[config.mk]
export PLATFORM = sky130hd
export DESIGN_NAME = vga_sync_receiver_flat
export DESIGN_NICKNAME = d
export VERILOG_FILES = /design/src/rtl/vga_pkg.sv /design/src/rtl/vga_sync_receiver_if.sv /design/src/rtl/sync_edge_detect.sv /design/src/rtl/vga_sync_receiver.sv /design/src/flat_wrapper.sv
export SDC_FILE = /design/constraint.sdc
export NUM_CORES = 1
export LEC_CHECK = 0
export BUFFER_PORTS_ARGS = -buffer_cell sky130_fd_sc_hd__buf_2
export CORE_ASPECT_RATIO = 1.25
export CORE_MARGIN = 3
export CORE_UTILIZATION = 58
export DETAILED_ROUTE_END_ITERATION = 8
export PLACE_DENSITY = 0.8
export SYNTH_ARGS = -nofsm -noshare
export SYNTH_HDL_FRONTEND = slang
export SYNTH_SLANG_ARGS = --single-unit
[constraint.sdc]
create_clock -name clk -period 4.7 [get_ports clk]
set_input_delay 0.94 -clock clk [delete_from_list [all_inputs] [get_ports clk]]
set_output_delay 0.94 -clock clk [all_outputs]
set_load 0.01 [all_outputs]
[src/rtl/vga_pkg.sv]
`default_nettype none
// ============================================================================
// Module : vga_pkg
// Brief  : Shared types and constants for the VGA timing path: lock-state
//          encoding, 1024x768 reference timing (shared with the timing
//          generator) and coordinate / counter widths.
// Rev    : 1.0  initial release
// ============================================================================
package vga_pkg;

  localparam int XY_W   = 10;  // x / y coordinate and line-counter width
  localparam int HCNT_W = 11;  // horizontal pixel-counter width

  // 1024x768 reference timing
  localparam int H_ACTIVE_1024 = 1024;
  localparam int H_FP_1024     = 16;
  localparam int H_SYNC_1024   = 96;
  localparam int H_BP_1024     = 176;
  localparam int H_TOTAL_1024  = 1312;
  localparam int V_ACTIVE_768  = 768;
  localparam int V_FP_768      = 1;
  localparam int V_SYNC_768    = 3;
  localparam int V_TOTAL_768   = 800;
  localparam int V_BP_768      = V_TOTAL_768 - V_ACTIVE_768 - V_FP_768 - V_SYNC_768;

  typedef enum logic [1:0] {
    ST_UNLOCKED = 2'd0,
    ST_TRACKING = 2'd1,
    ST_LOCKED   = 2'd2
  } lock_state_t;

endpackage
`default_nettype wire

[src/rtl/vga_sync_receiver_if.sv]
`default_nettype none
// ============================================================================
// Module : vga_sync_receiver_if
// Brief  : Pixel-stream input and recovered-timing output bundle of the VGA
//          sync receiver.
//          master : stream source (drives pix_stb/hsync/vsync/de/pix_in,
//                   observes the recovered outputs)
//          slave  : receiver (samples the stream, drives pix_valid, pix_out,
//                   x, y, line/frame markers, measurements, locked, timeout)
// Rev    : 1.0  initial release
// ============================================================================
interface vga_sync_receiver_if
  import vga_pkg::*;
#(
  parameter int DATA_W = 12
) ();

  logic                pix_stb;
  logic                hsync_in;
  logic                vsync_in;
  logic                de_in;
  logic [DATA_W-1:0]   pix_in;

  logic                pix_valid;
  logic [DATA_W-1:0]   pix_out;
  logic [XY_W-1:0]     x;
  logic [XY_W-1:0]     y;
  logic                line_start;
  logic                frame_start;
  logic [HCNT_W-1:0]   h_total;
  logic [HCNT_W-1:0]   h_active;
  logic [XY_W-1:0]     v_total;
  logic [XY_W-1:0]     v_active;
  logic                locked;
  logic                timeout;

  modport master (
    output pix_stb, hsync_in, vsync_in, de_in, pix_in,
    input  pix_valid, pix_out, x, y, line_start, frame_start,
           h_total, h_active, v_total, v_active, locked, timeout
  );

  modport slave (
    input  pix_stb, hsync_in, vsync_in, de_in, pix_in,
    output pix_valid, pix_out, x, y, line_start, frame_start,
           h_total, h_active, v_total, v_active, locked, timeout
  );

endinterface
`default_nettype wire

[src/rtl/sync_edge_detect.sv]
`default_nettype none
// ============================================================================
// Module : sync_edge_detect
// Brief  : Normalises one sync/enable input to "1 = asserted" and detects its
//          edges against the previous strobed sample.
//          clk, reset : clock, synchronous active-high reset
//          stb_i      : sample strobe; history register updates only here
//          sig_i      : raw input
//          level_o    : normalised current level (combinational)
//          rise_o     : asserted on a strobed sample that starts a pulse
//          fall_o     : asserted on a strobed sample that ends a pulse
// Rev    : 1.0  initial release
// ============================================================================
module sync_edge_detect #(
  parameter bit POL = 1'b0  // level of the asserted pulse on sig_i
) (
  input  wire logic clk,
  input  wire logic reset,
  input  wire logic stb_i,
  input  wire logic sig_i,
  output logic      level_o,
  output logic      rise_o,
  output logic      fall_o
);

  logic prev_q;

  assign level_o = ~(sig_i ^ POL);
  assign rise_o  = stb_i &  level_o & ~prev_q;
  assign fall_o  = stb_i & ~level_o &  prev_q;

  // History starts deasserted so a pulse already present after reset
  // is reported as a fresh rising edge.
  always_ff @(posedge clk) begin
    if (reset) begin
      prev_q <= 1'b0;
    end else if (stb_i) begin
      prev_q <= level_o;
    end
  end

endmodule
`default_nettype wire

[src/rtl/vga_sync_receiver.sv]
`default_nettype none
// ============================================================================
// Module : vga_sync_receiver
// Brief  : Receive side of the VGA timing interface. Recovers per-pixel x/y,
//          line/frame start markers, measures line and frame timing and
//          reports lock once the measurements are stable.
//          clk, reset : clock, synchronous active-high reset
//          bus        : slave side of vga_sync_receiver_if (stream in,
//                       recovered pixels / measurements / status out)
// Rev    : 1.0  initial release
// ============================================================================
module vga_sync_receiver
  import vga_pkg::*;
#(
  parameter bit HSYNC_POL   = 1'b0,
  parameter bit VSYNC_POL   = 1'b0,
  parameter int DATA_W      = 12,
  parameter int LOCK_FRAMES = 2,
  parameter int H_MAX       = 2047
) (
  input  wire logic          clk,
  input  wire logic          reset,
  vga_sync_receiver_if.slave bus
);

  localparam logic [HCNT_W-1:0] H_LIMIT = HCNT_W'(H_MAX);
  localparam int SNAP_W  = 2 * HCNT_W + 2 * XY_W;
  localparam int MATCH_W = $clog2(LOCK_FRAMES + 2);

  logic hs_lvl, hs_rise, hs_fall;
  logic vs_lvl, vs_rise, vs_fall;
  logic de_lvl, de_rise, de_fall;

  sync_edge_detect #(.POL(HSYNC_POL)) u_hs (
    .clk(clk), .reset(reset), .stb_i(bus.pix_stb), .sig_i(bus.hsync_in),
    .level_o(hs_lvl), .rise_o(hs_rise), .fall_o(hs_fall));
  sync_edge_detect #(.POL(VSYNC_POL)) u_vs (
    .clk(clk), .reset(reset), .stb_i(bus.pix_stb), .sig_i(bus.vsync_in),
    .level_o(vs_lvl), .rise_o(vs_rise), .fall_o(vs_fall));
  sync_edge_detect #(.POL(1'b1)) u_de (
    .clk(clk), .reset(reset), .stb_i(bus.pix_stb), .sig_i(bus.de_in),
    .level_o(de_lvl), .rise_o(de_rise), .fall_o(de_fall));

  // Only the rising edges of the sync pulses carry timing information.
  logic w_unused;
  assign w_unused = ^{hs_lvl, hs_fall, vs_lvl, vs_fall};

  logic                pix_valid_q, pix_valid_d, line_start_q, line_start_d;
  logic                frame_start_q, frame_start_d, frame_pend_q, frame_pend_d;
  logic                timeout_q, timeout_d;
  logic [DATA_W-1:0]   pix_out_q, pix_out_d;
  logic [XY_W-1:0]     x_q, x_d, y_q, y_d, row_q, row_d;
  logic [XY_W-1:0]     act_cnt_q, act_cnt_d, line_cnt_q, line_cnt_d;
  logic [XY_W-1:0]     v_total_q, v_total_d, v_active_q, v_active_d;
  logic [HCNT_W-1:0]   h_cnt_q, h_cnt_d, h_total_q, h_total_d;
  logic [HCNT_W-1:0]   run_q, run_d, h_active_q, h_active_d;
  lock_state_t         state_q, state_d;
  logic [MATCH_W-1:0]  match_q, match_d;
  logic [SNAP_W-1:0]   snap_q, snap_d;

  logic                w_de_smp;
  logic [XY_W-1:0]     w_act_base, w_line_base;
  logic [SNAP_W-1:0]   w_snap;
  logic [MATCH_W-1:0]  w_match_inc;

  assign w_de_smp    = bus.pix_stb & de_lvl;
  // A vs edge restarts the active-line count before a coincident de edge
  // is numbered, so that line becomes row 0 of the new frame.
  assign w_act_base  = vs_rise ? '0 : act_cnt_q;
  // A coincident hs edge closes the old frame's last line first.
  assign w_line_base = line_cnt_q + {{(XY_W-1){1'b0}}, hs_rise};
  assign w_snap      = {h_total_d, h_active_d, v_total_d, v_active_d};
  assign w_match_inc = match_q + 1'b1;

  // Data path and timing measurement
  always_comb begin
    pix_valid_d   = 1'b0;
    line_start_d  = 1'b0;
    frame_start_d = 1'b0;
    pix_out_d     = pix_out_q;
    x_d           = x_q;
    y_d           = y_q;
    row_d         = row_q;
    run_d         = run_q;
    h_active_d    = h_active_q;
    act_cnt_d     = act_cnt_q;
    frame_pend_d  = frame_pend_q;
    line_cnt_d    = line_cnt_q;
    v_total_d     = v_total_q;
    v_active_d    = v_active_q;
    h_cnt_d       = h_cnt_q;
    h_total_d     = h_total_q;
    timeout_d     = timeout_q;

    if (hs_rise) begin
      h_total_d = h_cnt_q;
      h_cnt_d   = HCNT_W'(1);
    end else if (bus.pix_stb) begin
      if (h_cnt_q == H_LIMIT) begin
        timeout_d = 1'b1;
      end else begin
        h_cnt_d = h_cnt_q + 1'b1;
      end
    end

    if (vs_rise) begin
      v_total_d    = w_line_base;
      v_active_d   = act_cnt_q;
      line_cnt_d   = '0;
      act_cnt_d    = '0;
      frame_pend_d = 1'b1;
    end else begin
      line_cnt_d = w_line_base;
    end

    if (w_de_smp) begin
      pix_valid_d = 1'b1;
      pix_out_d   = bus.pix_in;
      if (de_rise) begin
        x_d           = '0;
        y_d           = w_act_base;
        row_d         = w_act_base;
        act_cnt_d     = w_act_base + 1'b1;
        run_d         = HCNT_W'(1);
        line_start_d  = 1'b1;
        frame_start_d = vs_rise | frame_pend_q;
        frame_pend_d  = 1'b0;
      end else begin
        x_d   = run_q[XY_W-1:0];
        y_d   = row_q;
        run_d = run_q + 1'b1;
      end
    end

    if (de_fall) begin
      h_active_d = run_q;
    end
  end

  // Lock tracking, evaluated once per frame on the vs edge
  always_comb begin
    state_d = state_q;
    match_d = match_q;
    snap_d  = snap_q;
    if (vs_rise) begin
      case (state_q)
        ST_UNLOCKED: begin
          snap_d  = w_snap;
          match_d = MATCH_W'(1);
          state_d = ST_TRACKING;
        end
        ST_TRACKING: begin
          if (w_snap == snap_q) begin
            if (32'(w_match_inc) >= LOCK_FRAMES) begin
              // A stream that has ever overrun a line is never trusted
              // again until reset.
              if (!timeout_q) state_d = ST_LOCKED;
            end else begin
              match_d = w_match_inc;
            end
          end else begin
            snap_d  = w_snap;
            match_d = MATCH_W'(1);
          end
        end
        ST_LOCKED: begin
          if (w_snap != snap_q || timeout_q) state_d = ST_UNLOCKED;
        end
        default: state_d = ST_UNLOCKED;
      endcase
    end
  end

  always_ff @(posedge clk) begin
    if (reset) begin
      pix_valid_q <= 1'b0;  line_start_q <= 1'b0;  frame_start_q <= 1'b0;
      frame_pend_q <= 1'b0; timeout_q <= 1'b0;     pix_out_q <= '0;
      x_q <= '0;  y_q <= '0;  row_q <= '0;  act_cnt_q <= '0;  line_cnt_q <= '0;
      v_total_q <= '0;  v_active_q <= '0;  h_cnt_q <= '0;  h_total_q <= '0;
      run_q <= '0;  h_active_q <= '0;
      state_q <= ST_UNLOCKED;  match_q <= '0;  snap_q <= '0;
    end else begin
      pix_valid_q <= pix_valid_d;  line_start_q <= line_start_d;
      frame_start_q <= frame_start_d;  frame_pend_q <= frame_pend_d;
      timeout_q <= timeout_d;  pix_out_q <= pix_out_d;
      x_q <= x_d;  y_q <= y_d;  row_q <= row_d;  act_cnt_q <= act_cnt_d;
      line_cnt_q <= line_cnt_d;  v_total_q <= v_total_d;  v_active_q <= v_active_d;
      h_cnt_q <= h_cnt_d;  h_total_q <= h_total_d;  run_q <= run_d;
      h_active_q <= h_active_d;
      state_q <= state_d;  match_q <= match_d;  snap_q <= snap_d;
    end
  end

  assign bus.pix_valid   = pix_valid_q;
  assign bus.pix_out     = pix_out_q;
  assign bus.x           = x_q;
  assign bus.y           = y_q;
  assign bus.line_start  = line_start_q;
  assign bus.frame_start = frame_start_q;
  assign bus.h_total     = h_total_q;
  assign bus.h_active    = h_active_q;
  assign bus.v_total     = v_total_q;
  assign bus.v_active    = v_active_q;
  assign bus.locked      = (state_q == ST_LOCKED);
  assign bus.timeout     = timeout_q;

endmodule
`default_nettype wire

[src/flat_wrapper.sv]
// flat-port wrapper written by rule: the top's interface ports become plain ports
module vga_sync_receiver_flat import vga_pkg::*;
#(
  parameter bit HSYNC_POL   = 1'b0,
  parameter bit VSYNC_POL   = 1'b0,
  parameter int DATA_W      = 12,
  parameter int LOCK_FRAMES = 2,
  parameter int H_MAX       = 2047
)
  (clk, reset, bus_pix_stb, bus_hsync_in, bus_vsync_in, bus_de_in, bus_pix_in, bus_pix_valid, bus_pix_out, bus_x, bus_y, bus_line_start, bus_frame_start, bus_h_total, bus_h_active, bus_v_total, bus_v_active, bus_locked, bus_timeout);
  vga_sync_receiver_if #(.DATA_W(DATA_W)) bus_i ();
  input  wire logic clk;
  input  wire logic reset;
  input wire logic [$bits(bus_i.pix_stb)-1:0] bus_pix_stb;
  input wire logic [$bits(bus_i.hsync_in)-1:0] bus_hsync_in;
  input wire logic [$bits(bus_i.vsync_in)-1:0] bus_vsync_in;
  input wire logic [$bits(bus_i.de_in)-1:0] bus_de_in;
  input wire logic [$bits(bus_i.pix_in)-1:0] bus_pix_in;
  output wire logic [$bits(bus_i.pix_valid)-1:0] bus_pix_valid;
  output wire logic [$bits(bus_i.pix_out)-1:0] bus_pix_out;
  output wire logic [$bits(bus_i.x)-1:0] bus_x;
  output wire logic [$bits(bus_i.y)-1:0] bus_y;
  output wire logic [$bits(bus_i.line_start)-1:0] bus_line_start;
  output wire logic [$bits(bus_i.frame_start)-1:0] bus_frame_start;
  output wire logic [$bits(bus_i.h_total)-1:0] bus_h_total;
  output wire logic [$bits(bus_i.h_active)-1:0] bus_h_active;
  output wire logic [$bits(bus_i.v_total)-1:0] bus_v_total;
  output wire logic [$bits(bus_i.v_active)-1:0] bus_v_active;
  output wire logic [$bits(bus_i.locked)-1:0] bus_locked;
  output wire logic [$bits(bus_i.timeout)-1:0] bus_timeout;
  assign bus_i.pix_stb = bus_pix_stb;
  assign bus_i.hsync_in = bus_hsync_in;
  assign bus_i.vsync_in = bus_vsync_in;
  assign bus_i.de_in = bus_de_in;
  assign bus_i.pix_in = bus_pix_in;
  assign bus_pix_valid = bus_i.pix_valid;
  assign bus_pix_out = bus_i.pix_out;
  assign bus_x = bus_i.x;
  assign bus_y = bus_i.y;
  assign bus_line_start = bus_i.line_start;
  assign bus_frame_start = bus_i.frame_start;
  assign bus_h_total = bus_i.h_total;
  assign bus_h_active = bus_i.h_active;
  assign bus_v_total = bus_i.v_total;
  assign bus_v_active = bus_i.v_active;
  assign bus_locked = bus_i.locked;
  assign bus_timeout = bus_i.timeout;
  vga_sync_receiver #(.HSYNC_POL(HSYNC_POL), .VSYNC_POL(VSYNC_POL), .DATA_W(DATA_W), .LOCK_FRAMES(LOCK_FRAMES), .H_MAX(H_MAX)) u_core (.clk(clk), .reset(reset), .bus(bus_i));
endmodule
; Yosys cells after proc, flatten, opt, wreduce, memory -nomap -nowiden
; Cells that the tools add are included.
; W data, S select, Z words.
[classes]
mux = 28
add_sub_neg = 5
n_lt_le_gt_ge = 1
bitwise_logic = 19
n_reduce_logical = 15
eq_ne = 12
[op_table]
columns = cell, n
row1 = $pmux W42 S2, 1
row2 = $mux W10, 7
row3 = $eq A42 B42 Y1, 1
row4 = $mux W42, 1
row5 = $ne A42 B42 Y1, 1
row6 = $mux W11, 3
row7 = $add A11 B1 Y11 const B, 2
row8 = $mux W2, 6
row9 = $eq A11 B11 Y1 const B, 1
row10 = $add A10 B1 Y10, 1
row11 = $add A10 B1 Y10 const B, 1
row12 = $not A1 Y1, 10
row13 = $reduce_and A3 Y1, 3
row14 = $and A1 B1 Y1, 8
row15 = $mux W1, 8
row16 = $ne A2 B1 Y1 const B, 4
row17 = $pmux W2 S3, 1
row18 = $reduce_and A2 Y1, 3
row19 = $reduce_or A2 Y1, 3
row20 = $reduce_and A5 Y1, 1
row21 = $ne A2 B2 Y1 const B, 2
row22 = $pmux W2 S2, 1
row23 = $reduce_bool A2 Y1, 2
row24 = $ne A3 B3 Y1 const B, 1
row25 = other kinds (8), 8
[word_totals]
output_inout_bits = 79
inputBits = 18
word_cells = 103
reg_bits = 170

; Depth between registers and ports, before layout
; Gate-level depths: netlist (run 1).
[depth]
word_depth = 9
mapped_depth = 14
mapped_depth_nobuf = 12

; By module
; A second synthesis (run 1) with hierarchy kept.
[unflattened]
cells_unflattened = 807
area_unflattened_um2 = 7145.6
[by_module_without_submodules]
columns = module, area_each_um2, instances, cells_per_inst, seq_area_each_um2
row1 = vga_sync_receiver, 6985.4, 1, 788, 3343.2
row2 = sync_edge_detect (u_core.u_hs ...), 50.0, 2, 6, 20.0
row3 = sync_edge_detect (u_core.u_de), 60.1, 1, 7, 20.0

; Least setup slack after synthesis (run 1)
; OpenSTA, ideal clock, no wires.
[synth_path]
path_kind = input to register
startpoint = in bus_pix_stb
endpoint = reg u_core.snap_q[22]
required_time_ps = 4579
path_slack_ps = 485
arrival_ps = 4094
path_buffers = 2
setup_time_ps = 121
stages = 14
path_cell_list = or3b_1 -> buf_2 -> clkinv_1 -> ha_1 -> ha_1 -> xnor2_1 -> xnor2_1 -> a221o_1 -> mux2_2 -> nor4_2 -> nand4_2 -> o21ai_4 -> buf_6 -> mux2_2
[synth_via]
elab_chain_len = 7
word_cells_on_any_way = 16
classes_between = 1 x add/sub / 2 x eq/ne / 6 x mux / 6 x bitwise / 1 x reduce/logical
[synth_rtl]
columns = item, line
row1 = start: declaration, flat_wrapper.sv:14  ; input wire logic [$bits(bus_i.pix_stb)-1:0] bus_pix_stb;
row2 = $and A1 B1 Y1 (2 in series), sync_edge_detect.sv:29  ; assign rise_o = stb_i & level_o & ~prev_q;
row3 = $add A10 B1 Y10, vga_sync_receiver.sv:71  ; assign w_line_base = line_cnt_q + {{(XY_W-1){1'b0}}, hs_rise};
row4 = $mux W10, vga_sync_receiver.sv:106  ; if (vs_rise) begin
row5 = $eq A42 B42 Y1, vga_sync_receiver.sv:153  ; if (w_snap == snap_q) begin
row6 = $ne A2 B2 Y1 (no line), n/a
row7 = $reduce_and A3 Y1 (no line), n/a
row8 = end signal: assignment, vga_sync_receiver.sv:190  ; state_q <= state_d; match_q <= match_d; snap_q <= snap_d;
row9 = end: declaration, vga_sync_receiver.sv:59  ; logic [SNAP_W-1:0] snap_q, snap_d;
; Several ways; a longest one is shown, not always the timed one. The select of a mux whose other input is x is not followed.
; A chain may end at the register's enable or synchronous reset.

; Worst setup path in the final report (run 1)
[layout_path]
startpoint = in bus_hsync_in
endpoint = reg u_core.snap_q[22]
[layout_via]
elab_chain_len = 8
word_cells_on_any_way = 9
classes_between = 1 x add/sub / 2 x eq/ne / 2 x mux / 3 x bitwise / 1 x reduce/logical
[layout_rtl]
columns = item, line
row1 = start: declaration, flat_wrapper.sv:15  ; input wire logic [$bits(bus_i.hsync_in)-1:0] bus_hsync_in;
row2 = $not A1 Y1 (*), sync_edge_detect.sv:28  ; assign level_o = ~(sig_i ^ POL);
row3 = $and A1 B1 Y1 (*) (2 in series), sync_edge_detect.sv:29
row4 = $add A10 B1 Y10, vga_sync_receiver.sv:71
row5 = $mux W10, vga_sync_receiver.sv:106
row6 = $eq A42 B42 Y1 (*), vga_sync_receiver.sv:153
row7 = $ne A2 B2 Y1 (no line) (*), n/a
row8 = $reduce_and A3 Y1 (no line) (*), n/a
; Every way passes the cells marked *; elsewhere a longest branch is shown, timed or not.

==> summary.txt, run 1 <==
Run status
  • Run status: finished, final reports clean

Synth
  • Fraction of post-synthesis cell area in the top cell type by area: a little under half
  • Cell variety after synth: 57
  • FF+latch count, synth: 170
  • Number of enable flip-flop cells after synthesis: 0
  • Net Count, Synth: roughly 870
  • Synthesized area per cell: 8.83 um^2
  • Post-synthesis instance area: between 0.007 and 0.008 mm^2
  • Largest area contributor in the synthesized netlist: sky130_fd_sc_hd__dfxtp_1
  • Yosys warns: 0
  • Synthesized instance count: approximately 840
  • Top cells by area, synth: sky130_fd_sc_hd__dfxtp_1 (46%), sky130_fd_sc_hd__mux2_2 (6.4%), sky130_fd_sc_hd__nand2_1 (5.9%)
  • Fraction of the yosys area taken by sequential cells: 45.8%
  • Main flop type after synthesis: sky130_fd_sc_hd__dfxtp_1
  • Proportion of register bits with asynchronous set or reset after synthesis: 0%

STA
  • Worst setup skew after layout: roughly 0.011 ns
  • Achievable clock frequency: about 250 MHz
  • Post-route clock period utilization: around 86%
  • Final hold violations: 0
  • Total negative setup slack: 0 ns
  • Crit path setup slack, layout: 0.663 ns
  • Hold Slack: about 0.45 ns
  • Setup repair after global routing missed its margin: false
  • Number of max-slew violations in the final report: 0
  • Max_slew headroom: 41.4%
  • Total setup violations reported at the end of the flow: 0
  • Transition time at the pin with the least slew margin: about 0.9 ns
  • Minimum period implied by the final worst setup slack: 4.04 ns

Power
  • Net switching share of the total power: around a quarter
  • Net Switching: approximately 0.00077 W
  • Combinational share of power: approximately 6.3%
  • Peak ir drop on the vdd network: ~0.26 mV
  • Flop pwr share: between 40 and 50%
  • Static leakage: 3.52 nW
  • Cell-internal power: 0.00228 W
  • Pwr dens: approximately 350 mW/mm^2
  • Clock share of power: around 45%

Place
  • IO buf count: 96
  • Number of placed instances with taps included: 1068
  • Post-detailed-placement cell area: between 0.008 and 0.009 mm^2
  • Final HPWL DP: approximately 13000 um
  • Placement Setup Slack: just over 0.3 ns
  • Gpl congestion: 0.998

Drt
  • Wire length reported by the detailed router: 18600 um
  • Via density per instance: 5.78
  • Count of vias placed by the detailed router: 6361
  • Drt first pass iters: 7
  • Avg WL per Cell: about 17 um
  • Drc violations: 0
  • Routed Antenna Nets: 0
  • Detailed router's first-iteration violation count: about 420

CTS
  • TritonCTS Sinks: 170
  • Count of buffers added by post-CTS timing repair for setup: 0
  • Total number of H-tree levels: 4
  • Clock transition at the registers of the reported paths: 0.07 ns
  • Number of CTS-inserted buffers: 17
  • Count of cells resized by post-cts repair: 0
  • Clk root buf: sky130_fd_sc_hd__clkbuf_16
  • Insertion delay of the later-clocked pin in the worst-skew pair: 0.42 ns
  • Maximum buffer depth of the clock tree: 2
  • Hold-fix buffers, CTS: 0
  • TritonCTS clock tree: built

Die
  • Starting utilization of the core area: approximately three fifths
  • Die Outline Area: 0.0142 mm^2
  • Top-Level Pins: between 90 and 100
  • Chip Height: 133 um
  • Number of rows created at floorplan: 45
  • Core region area: between 0.01 and 0.015 mm^2
  • Chip Width: about 110 um

Worst setup path
  • R2R depth: 13
  • Crit Path Class: in2reg
  • Maximum net fanout on the critical path: 27
  • Sort of element at the end of the critical path: flop
  • Required time of the critical path: 5.01 ns
  • Setup slack of the worst register-to-register path: approximately 0.95 ns
  • Data arrival time at the worst-slack endpoint: around 4.3 ns
  • Destination of the worst register-to-register timing path: u_core.snap_q[22]
  • Startpoint of the worst-slack reg-to-reg timing path: u_core.u_hs.prev_q
  • Startpoint type of the worst setup path: input pin

Worst hold path
  • Tightest Hold Check Type: reg2reg
  • End point of the worst hold path: u_core.bus.pix_out[9]
  • Worst hold start: u_core.bus.pix_out[9]
  • Worst hold path cell count: 2

GRT
  • Total global routing track utilization: a little over a quarter
  • Via count of the first global-routing pass: slightly above 6000
  • Wire length of the first global-routing pass: between 30000 and 40000 um
  • Pin count of the biggest net entering global routing: 66
  • Total grt overflow: 0
  • Initial antenna violation count: 0

Finish
  • Total inserted antenna cells: 0
  • Fraction of layout instances using a drive strength above 1: roughly 20%
  • Signed area change from the synthesized netlist to the final layout: 15.5%
  • Post-route cell area: 0.00859 mm^2
  • Final standard cell count with taps included and fillers excluded: between 1000 and 1500
  • Post-layout net count: approximately 950

Flow run
  • Number of max-cap violations: 0
## cell usage in the layout, fill, tap and decap left out, drive strengths merged, types with 3 or more instances in the layout
| cell | Yosys | layout |
|---|---|---|
| ha | 5 | 5 |
| nand2 | 116 | 116 |
| and3 | 4 | 4 |
| nor3 | 10 | 10 |
| o21ai | 17 | 17 |
| a31oi | 6 | 6 |
| nand3 | 18 | 18 |
| a221o | 3 | 3 |
| a21oi | 58 | 58 |
| buf | 13 | 106 |
| xnor2 | 41 | 41 |
| a211oi | 10 | 10 |
| mux2i | 17 | 17 |
| mux2 | 45 | 45 |
| nor3b | 4 | 4 |
| o22ai | 10 | 10 |
| nor2 | 93 | 93 |
| dfxtp | 170 | 170 |
| a221oi | 6 | 6 |
| clkinv | 1 | 3 |
| nand2b | 7 | 7 |
| o221ai | 4 | 4 |
| inv | 37 | 45 |
| a22o | 9 | 9 |
| xor2 | 21 | 21 |
| clkinvlp | 0 | 4 |
| a222oi | 6 | 6 |
| nand4 | 13 | 13 |
| clkbuf | 31 | 17 |
| nor2b | 32 | 32 |
| or3 | 4 | 4 |
## worst max-delay path: stages
cell                       delay [ns]
sky130_fd_sc_hd__buf_2           0.10
sky130_fd_sc_hd__or3b_1          0.37
sky130_fd_sc_hd__clkinv_1        0.09
sky130_fd_sc_hd__ha_1            0.23
sky130_fd_sc_hd__ha_1            0.24
sky130_fd_sc_hd__xnor2_1         0.21
sky130_fd_sc_hd__xnor2_1         0.13
sky130_fd_sc_hd__a221o_1         0.27
sky130_fd_sc_hd__mux2_2          0.29
sky130_fd_sc_hd__nor4_2          0.29
sky130_fd_sc_hd__nand4_2         0.22
sky130_fd_sc_hd__o21ai_4         0.20
sky130_fd_sc_hd__buf_4           0.37
sky130_fd_sc_hd__mux2_2          0.39
## power by group through the flow
stage / clock (W) / combinational, W / sequential (W)
6_report: 0.00138 / 0.000191 / 0.00148
2_1_floorplan: 0 / 0.000131 / 0.00151
4_1_cts: 0.00139 / 0.000191 / 0.00148
3_3_place_gp: 0 / 0.000187 / 0.00151
3_5_place_dp: 0 / 0.000189 / 0.00151
5_1_grt: 0.00144 / 0.000208 / 0.00148
## cells in the mapped netlist (5+ instances only)
library cell / count
sky130_fd_sc_hd__inv_1: 37
sky130_fd_sc_hd__dfxtp_1: 170
sky130_fd_sc_hd__nand3_1: 18
sky130_fd_sc_hd__ha_1: 5
sky130_fd_sc_hd__nor3_1: 10
sky130_fd_sc_hd__a221oi_1: 6
sky130_fd_sc_hd__buf_1: 7
sky130_fd_sc_hd__nand2b_1: 7
sky130_fd_sc_hd__nand4_1: 12
sky130_fd_sc_hd__clkbuf_1: 31
sky130_fd_sc_hd__a211oi_1: 10
sky130_fd_sc_hd__a222oi_1: 6
sky130_fd_sc_hd__a22o_1: 9
sky130_fd_sc_hd__nor2b_1: 32
sky130_fd_sc_hd__nor2_1: 93
sky130_fd_sc_hd__o22ai_1: 10
sky130_fd_sc_hd__nand2_1: 116
sky130_fd_sc_hd__xnor2_1: 41
sky130_fd_sc_hd__mux2i_1: 17
sky130_fd_sc_hd__xor2_1: 21
sky130_fd_sc_hd__mux2_2: 42
sky130_fd_sc_hd__a31oi_1: 6
sky130_fd_sc_hd__o21ai_0: 16
sky130_fd_sc_hd__a21oi_1: 58
## layout make-up
cell class                      instances  area, um^2
Fill cell                             991        3740
Multi-Input combinational cell        590        3700
Sequential cell                       170        3400
Timing Repair Buffer                  106         558
Clock buffer                           17         425
Tap cell                              164         205
Clock inverter                         15         156
Inverter                               38         143
## flip-flops by register name (all words and copies together) (netlist names), 11 cells and up
name / flops
u_core.bus.h_total: 11
u_core.bus.h_active: 11
u_core.h_cnt_q: 11
u_core.snap_q: 42
u_core.run_q: 11
u_core.bus.pix_out: 12
## metrics by stage
step / total power [W] / util, %
2_1_floorplan: 0.00164 / -
3_3_place_gp: 0.00170 / 64.9
3_5_place_dp: 0.00170 / 64.9
4_1_cts: 0.00306 / 69.7
5_1_grt: 0.00313 / 69.7
6_report: 0.00305 / 69.7
## layer usage
metal / GRT usage (%) / share of wire (%) / vias up / routed length, um
li1: - / - / 3046 / -
met5: 0 / 0 / - / 0
met2: 43.7 / 50 / 219 / 9250
met3: 4.98 / 5.7 / 40 / 1070
met4: 9.74 / 2.9 / 0 / 536
met1: 33.1 / 42 / 3056 / 7710
## cells by family after synthesis
group	synth area share [%]
xor gates and xnor gates	7.30
buffers and inverters	4.58
and+or+nand+nor	19.7
AOI/OAI and AO/OA	12.7
DFF	45.8
adders and majority gates	0.841
muxes	9.10
## how the worst max path moves through the flow
stage / from / end / slack, ns
final: bus_hsync_in / u_core.snap_q[22] / 0.66
after global placement: bus_hsync_in / u_core.snap_q[18] / 0.39
after CTS: bus_hsync_in / u_core.snap_q[16] / 0.70
after global routing: bus_hsync_in / u_core.snap_q[22] / 0.49
after detailed placement: bus_hsync_in / u_core.snap_q[16] / 0.31
after floorplan: bus_pix_stb / u_core.snap_q[22] / 0.48
Power figures use the tool's default switching activity.
==> inputs of run 2 (changes only) <==
Settings changed: GPL_TIMING_DRIVEN from default to 0.
==> run 2 against run 1 <==
Against the previous run: global-route usage increased by 2.3 points; clock skew decreased by 0.0045 ns; combinational power is 12% higher; power up 4.6%; sequential power hardly changed; setup slack lost 0.45 ns; non-clock buffer count grew 36; sequential share of layout area decreased by 0.82 points; cell count up 3.3%; flip-flop and latch count did not move; hold slack gained 0.00074 ns; critical path type unchanged.
==> summary.txt, run 2 (synthesis results as in run 1) <==
Run status
  • Run status: finished, final reports clean

CTS
  • TritonCTS Sinks: 170
  • Number of CTS-inserted buffers: 17
  • Clock transition at the registers of the reported paths: ~0.06 ns
  • Maximum buffer depth of the clock tree: 2
  • Total number of H-tree levels: 4
  • TritonCTS clock tree: built
  • Insertion delay of the later-clocked pin in the worst-skew pair: ~0.43 ns
  • Clk root buf: sky130_fd_sc_hd__clkbuf_16

Finish
  • Filler Cells Inserted: 962
  • Flip-flop count of the largest register, all copies and words added: 42
  • Total inserted antenna cells: 0
  • Area taken by flip-flops and latches: 0.00340 mm^2
  • Largest register by flop count: u_core.snap_q
  • Multi-input gate area: roughly 0.0037 mm^2
  • Post-layout net count: about 1000
  • Fraction of layout instances using a drive strength above 1: between 10% and 20%
  • Final standard cell count with taps included and fillers excluded: 1136
  • Most frequent standard cell in the layout excluding fill and tap cells: sky130_fd_sc_hd__dfxtp_1
  • Signed area change from the synthesized netlist to the final layout: 17.9%
  • Top library cells by usage in the layout, fill and taps aside: sky130_fd_sc_hd__dfxtp_1 (170), sky130_fd_sc_hd__nand2_1 (116), sky130_fd_sc_hd__buf_2 (97), sky130_fd_sc_hd__nor2_1 (93), sky130_fd_sc_hd__a21oi_1 (58)

Worst setup path
  • Setup slack of the worst register-to-register path: ~0.53 ns
  • Stages on worst setup path: 15
  • CP peak stage delay: approximately 0.37 ns
  • Start point of the critical path: bus_pix_stb
  • Count of buffer and inverter cells on the critical path: 4
  • Cells along the critical path: buf_2, or3b_1, buf_2, clkinvlp_4, ha_1, ha_1, xnor2_1, xnor2_1, a221o_1, mux2_2, nor4_2, nand4_2, o21ai_4, buf_6, mux2_2
  • Category of cells accounting for the largest share of critical-path delay: buffers and inverters
  • Data arrival time at the worst-slack endpoint: 4.80 ns
  • Destination of the worst register-to-register timing path: u_core.snap_q[3]
  • R2R depth: 14
  • Startpoint of the worst-slack reg-to-reg timing path: u_core.u_hs.prev_q
  • Startpoint type of the worst setup path: input pin
  • Crit Path Class: in2reg
  • Crit path capture: u_core.snap_q[3]
  • Sort of element at the end of the critical path: flop
  • Maximum net fanout on the critical path: 10
  • Required time of the critical path: approximately 5 ns
  • Cell at the slowest stage of the critical path: sky130_fd_sc_hd__o21ai_4

GRT
  • Initial antenna violation count: 0
  • Wire length of the first global-routing pass: ~32000 um
  • Pin count of the biggest net entering global routing: 17
  • Via count of the first global-routing pass: ~6300
  • Total grt overflow: 0
  • Total global routing track utilization: ~28%

Power
  • Peak ir drop on the vdd network: approximately 0.24 mV
  • Pwr dens: between 300 and 400 mW/mm^2
  • Static leakage: about 3.6 nW

STA
  • Transition time at the pin with the least slew margin: 0.917 ns
  • Number of max-slew violations in the final report: 0
  • Total setup violations reported at the end of the flow: 0
  • Final hold violations: 0
  • Achievable clock frequency: roughly 220 MHz
  • Worst setup skew after layout: approximately 0.0065 ns
  • Post-route clock period utilization: between 90% and 100%
  • Minimum period implied by the final worst setup slack: around 4.5 ns
  • Total negative setup slack: 0 ns
  • Setup repair after global routing missed its margin: false
  • Crit path setup slack, layout: around 0.21 ns
  • Max_slew headroom: between 30% and 40%

Drt
  • Detailed router's first-iteration violation count: between 500 and 600
  • Count of vias placed by the detailed router: between 6000 and 7000
  • Routed Antenna Nets: 0
  • Drc violations: 0
  • Via density per instance: around 5.8
  • Wire length reported by the detailed router: around 20000 um
  • Drt first pass iters: 6
  • Avg WL per Cell: roughly 18 um

Die
  • Die Outline Area: roughly 0.014 mm^2
  • Top-Level Pins: 97
  • Chip Height: between 100 and 150 um
  • Chip Width: about 110 um
  • Core region area: 0.0123 mm^2
  • Number of rows created at floorplan: between 40 and 50
  • Starting utilization of the core area: about three fifths

Place
  • Number of placed instances with taps included: between 1000 and 1500
  • Final HPWL DP: around 14000 um
  • Placement Setup Slack: -0.301 ns
  • Gpl congestion: 0.952
  • IO buf count: 95

Worst hold path
  • Tightest Hold Check Type: reg2reg
  • Worst hold path cell count: 2

Flow run
  • Number of max-cap violations: 0
## run 2: cell types whose count changed in the layout (fill, tap and decap cells not counted)
cell,before,now
sky130_fd_sc_hd__clkbuf_1,0,33
sky130_fd_sc_hd__buf_4,11,3
sky130_fd_sc_hd__buf_1,0,7
sky130_fd_sc_hd__inv_6,6,1
sky130_fd_sc_hd__buf_6,0,4
sky130_fd_sc_hd__bufinv_16,1,4
sky130_fd_sc_hd__clkinv_4,0,3
sky130_fd_sc_hd__buf_2,95,97
sky130_fd_sc_hd__clkinv_1,1,0
sky130_fd_sc_hd__clkinv_8,1,0
sky130_fd_sc_hd__inv_8,2,1
sky130_fd_sc_hd__nor3b_1,3,4
sky130_fd_sc_hd__nor3b_2,1,0
## run 2: routing by layer
metal,vias up,part of all wire [%],GRT usage [%]
met5,-,0,0
met4,0,4.3,15.4
met3,65,6.9,5.66
met2,276,49,46.2
met1,3124,40,35.0
li1,3124,-,-
## run 2: how the worst min path moves through the flow
stage                                       from                endpoint  slack [ns]
final                            u_core.bus.y[1]         u_core.bus.y[1]        0.45
after global routing      u_core.bus.pix_out[10]  u_core.bus.pix_out[10]        0.47
after CTS                 u_core.bus.pix_out[10]  u_core.bus.pix_out[10]        0.45
after detailed placement  u_core.bus.pix_out[10]  u_core.bus.pix_out[10]        0.44
after global placement       u_core.frame_pend_q     u_core.frame_pend_q        0.44
after floorplan              u_core.frame_pend_q     u_core.frame_pend_q        0.43
## run 2: power breakdown
part | switching, W | internal, W
Combinational | 0.000139 | 0.0000737
Clock | 0.000599 | 0.000896
Sequential | 0.0000177 | 0.00146
## run 2: repair_timing
item,CTS,global route
setup buffers,0,3
hold buffers,0,0
gates resized for setup,0,1
setup endpoints to repair,0,40
## run 2: final cells by class
class / instances / area share [%]
plain buffers: 44 / 2.25
multi-input cells: 590 / 42.1
repair buffers: 98 / 5.68
well taps: 164 / 2.34
clock buffers: 19 / 4.94
inverters: 38 / 1.67
clock inverters: 13 / 2.21
flip-flops and latches: 170 / 38.8
## run 2: worst register-to-register path, stage by stage, from the launching register on
cell and delay (ns):
sky130_fd_sc_hd__dfxtp_1 0.31, sky130_fd_sc_hd__or3b_1 0.36, sky130_fd_sc_hd__buf_2 0.24, sky130_fd_sc_hd__clkinvlp_4 0.20, sky130_fd_sc_hd__ha_1 0.26, sky130_fd_sc_hd__ha_1 0.24
sky130_fd_sc_hd__nand2_1 0.09, sky130_fd_sc_hd__nor3_1 0.42, sky130_fd_sc_hd__xnor2_1 0.19, sky130_fd_sc_hd__a221oi_1 0.43, sky130_fd_sc_hd__o21a_1 0.25, sky130_fd_sc_hd__nand3_1 0.18
sky130_fd_sc_hd__o21ai_4 0.33, sky130_fd_sc_hd__buf_6 0.22, sky130_fd_sc_hd__mux2_2 0.36
## run 2: per-stage QoR
stage	cell area [um^2]	utilization [%]	hold WS [ns]	total power (W)
after global placement	8120	65.8	0.436	0.00171
after global routing	8770	71.1	0.471	0.00327
after detailed placement	8120	65.8	0.444	0.00172
final	8770	71.1	0.454	0.00319
after floorplan	7440	-	0.427	0.00164
after CTS	8740	70.9	0.453	0.00318
==> inputs of run 3 (changes only) <==
Settings changed: CELL_PAD_IN_SITES_DETAIL_PLACEMENT from default to 0, CELL_PAD_IN_SITES_GLOBAL_PLACEMENT from default to 1, CORE_UTILIZATION 58 to 44, PLACE_DENSITY 0.8 to default, PLACE_DENSITY_LB_ADDON from default to 0.1, TNS_END_PERCENT from default to 1.
==> run 3 against run 2 <==
Against the previous run: clock skew grew 0.0037 ns; design area grew 0.46%; sequential share of layout area shrank 0.18 points; register-to-register slack got worse by 0.03 ns; maximum frequency rose by 0.14%; combinational power about the same; hold slack worse by 0.0035 ns; global-route usage decreased by 4.0 points; die area rose by 30%; routed wire length rose by 8.7%; first-iteration DRC count decreased by 13%.
==> summary.txt, run 3 (synthesis results as in run 1) <==
Finish
  • Flip-flop count of the largest register, all copies and words added: 42
  • Final cell utilization of the core: around 54%
  • Post-layout net count: 980
  • Fraction of layout instances using a drive strength above 1: roughly 19%
  • Signed area change from the synthesized netlist to the final layout: 18.5%
  • Most frequent standard cell in the layout excluding fill and tap cells: sky130_fd_sc_hd__dfxtp_1
  • Largest register by flop count: u_core.snap_q
  • Total inserted antenna cells: 0
  • Top library cells by usage in the layout, fill and taps aside: sky130_fd_sc_hd__dfxtp_1 (170), sky130_fd_sc_hd__nand2_1 (116), sky130_fd_sc_hd__buf_2 (96), sky130_fd_sc_hd__nor2_1 (93), sky130_fd_sc_hd__a21oi_1 (58)

Die
  • Starting utilization of the core area: 45.4%
  • Chip Width: roughly 120 um
  • Die Outline Area: approximately 0.019 mm^2
  • Number of rows created at floorplan: 52
  • Top-Level Pins: 97
  • Core region area: 0.0164 mm^2
  • Chip Height: approximately 150 um

GRT
  • Via count of the first global-routing pass: 6434
  • Initial antenna violation count: 0
  • Pin count of the biggest net entering global routing: 17
  • Total grt overflow: 0
  • Total global routing track utilization: between 20% and 30%
  • Wire length of the first global-routing pass: roughly 35000 um

Worst hold path
  • End point of the worst hold path: u_core.bus.x[5]
  • Tightest Hold Check Type: reg2reg
  • Worst hold path cell count: 2
  • Worst hold start: u_core.bus.x[5]

Power
  • Peak ir drop on the vdd network: between 0.2 and 0.25 mV
  • Pwr dens: between 300 and 400 mW/mm^2
  • Power after layout: ~0.0031 W
  • Static leakage: about 3.6 nW

STA
  • Total setup violations reported at the end of the flow: 0
  • Crit path setup slack, layout: 0.218 ns
  • Transition time at the pin with the least slew margin: between 1 and 1.5 ns
  • Total negative setup slack: 0 ns
  • Final hold violations: 0
  • Number of max-slew violations in the final report: 0
  • Max_slew headroom: 29.7%
  • Worst setup skew after layout: between 0.01 and 0.015 ns
  • Post-route clock period utilization: between 90% and 100%
  • Minimum period implied by the final worst setup slack: about 4.5 ns
  • Achievable clock frequency: approximately 220 MHz
  • Setup repair after global routing missed its margin: false

Worst setup path
  • Maximum net fanout on the critical path: 10
  • Sort of element at the end of the critical path: flop
  • Required time of the critical path: 5.02 ns
  • Most frequent CP cell: sky130_fd_sc_hd__ha_1
  • Data arrival time at the worst-slack endpoint: approximately 4.8 ns
  • CP peak stage delay: 0.50 ns
  • Category of cells accounting for the largest share of critical-path delay: compound AO/OA/AOI/OAI gates
  • Crit Path Class: in2reg
  • R2R depth: 14
  • Cells along the critical path: buf_2, or3b_1, clkbuf_4, clkinv_2, ha_1, ha_1, nand2_1, nor3_2, xnor2_1, a221oi_1, o21a_1, nand3_1, o21ai_4, buf_6, mux2_2
  • Startpoint of the worst-slack reg-to-reg timing path: u_core.u_hs.prev_q
  • Cell at the slowest stage of the critical path: sky130_fd_sc_hd__a221oi_1
  • Startpoint type of the worst setup path: input pin
  • Setup slack of the worst register-to-register path: ~0.50 ns
  • Count of buffer and inverter cells on the critical path: 4
  • Destination of the worst register-to-register timing path: u_core.snap_q[19]

Drt
  • Via density per instance: 5.42
  • Drc violations: 0
  • Detailed router's first-iteration violation count: around 480
  • Count of vias placed by the detailed router: ~6400
  • Avg WL per Cell: approximately 18 um
  • Routed Antenna Nets: 0
  • Drt first pass iters: 5
  • Wire length reported by the detailed router: ~22000 um

CTS
  • Clock transition at the registers of the reported paths: 0.06 ns
  • Clk root buf: sky130_fd_sc_hd__clkbuf_16
  • TritonCTS clock tree: built
  • Total number of H-tree levels: 4
  • TritonCTS Sinks: 170
  • Maximum buffer depth of the clock tree: 2
  • Insertion delay of the later-clocked pin in the worst-skew pair: between 0.4 and 0.5 ns
  • Number of CTS-inserted buffers: 17

Place
  • Final HPWL DP: between 15000 and 20000 um
  • IO buf count: 95
  • Placement Setup Slack: -0.460 ns
  • Gpl congestion: 0.914

Flow run
  • Number of max-cap violations: 0

Run status
  • Run status: finished, final reports clean
==> run 3: where the power goes <==
part	internal, W	switching [W]
logic	0.0000733	0.000142
registers	0.00146	0.0000188
clock network	0.000888	0.000557
==> run 3: metal layers <==
| layer | vias up | GRT usage, % | share of wire, % |
|---|---|---|---|
| li1 | 3117 | - | - |
| met1 | 3118 | 31.3 | 45 |
| met2 | 151 | 41.3 | 49 |
| met3 | 34 | 3.32 | 3.5 |
| met4 | 0 | 9.24 | 2.7 |
| met5 | - | 0 | 0 |
==> run 3: layout make-up <==
| cell class | count | area (um^2) |
|---|---|---|
| tap | 216 | 270 |
| clock buffer | 24 | 492 |
| buffer | 44 | 200 |
| fill | 1601 | 7580 |
| sequential | 170 | 3400 |
| clock inverter | 7 | 114 |
| multi-input combinational | 590 | 3700 |
| inverter | 38 | 144 |
| timing repair buffer | 96 | 483 |
==> run 3: worst reg2reg max path, stage by stage (launching register included) <==
cell and delay, ns:
sky130_fd_sc_hd__dfxtp_1 0.31, sky130_fd_sc_hd__or3b_1 0.38, sky130_fd_sc_hd__clkbuf_4 0.24, sky130_fd_sc_hd__clkinv_2 0.17
sky130_fd_sc_hd__ha_1 0.29, sky130_fd_sc_hd__ha_1 0.27, sky130_fd_sc_hd__nand2_1 0.11, sky130_fd_sc_hd__nor3_2 0.31
sky130_fd_sc_hd__xnor2_1 0.15, sky130_fd_sc_hd__a221oi_1 0.50, sky130_fd_sc_hd__o21a_1 0.27, sky130_fd_sc_hd__nand3_1 0.20
sky130_fd_sc_hd__o21ai_4 0.34, sky130_fd_sc_hd__buf_6 0.23, sky130_fd_sc_hd__mux2_2 0.35
==> run 3: repair_timing <==
action                     in CTS  in global routing
hold buffers                    0                  0
setup endpoints to repair       2                 40
gates resized for setup         1                  3
pin swaps                       0                  2
setup buffers                   0                  1
==> run 3: how the worst max path moves through the flow <==
| stage | to | cells past startpoint | from |
|---|---|---|---|
| 2_1_floorplan | u_core.snap_q[22] | 14 | bus_pix_stb |
| 3_3_place_gp | u_core.snap_q[10] | 15 | bus_pix_stb |
| 3_5_place_dp | u_core.snap_q[19] | 15 | bus_pix_stb |
| 4_1_cts | u_core.snap_q[19] | 15 | bus_hsync_in |
| 5_1_grt | u_core.snap_q[14] | 15 | bus_pix_stb |
| 6_report | u_core.snap_q[19] | 15 | bus_hsync_in |
==> run 3: stage by stage <==
stage / hold slack (ns) / std cells / area, um^2
CTS: 0.453 / 1184 / 8790
global route: 0.471 / 1185 / 8810
detailed placement: 0.444 / 1153 / 8180
floorplan: 0.427 / 842 / 7440
finish: 0.450 / 1185 / 8810
global placement: 0.438 / 1153 / 8180
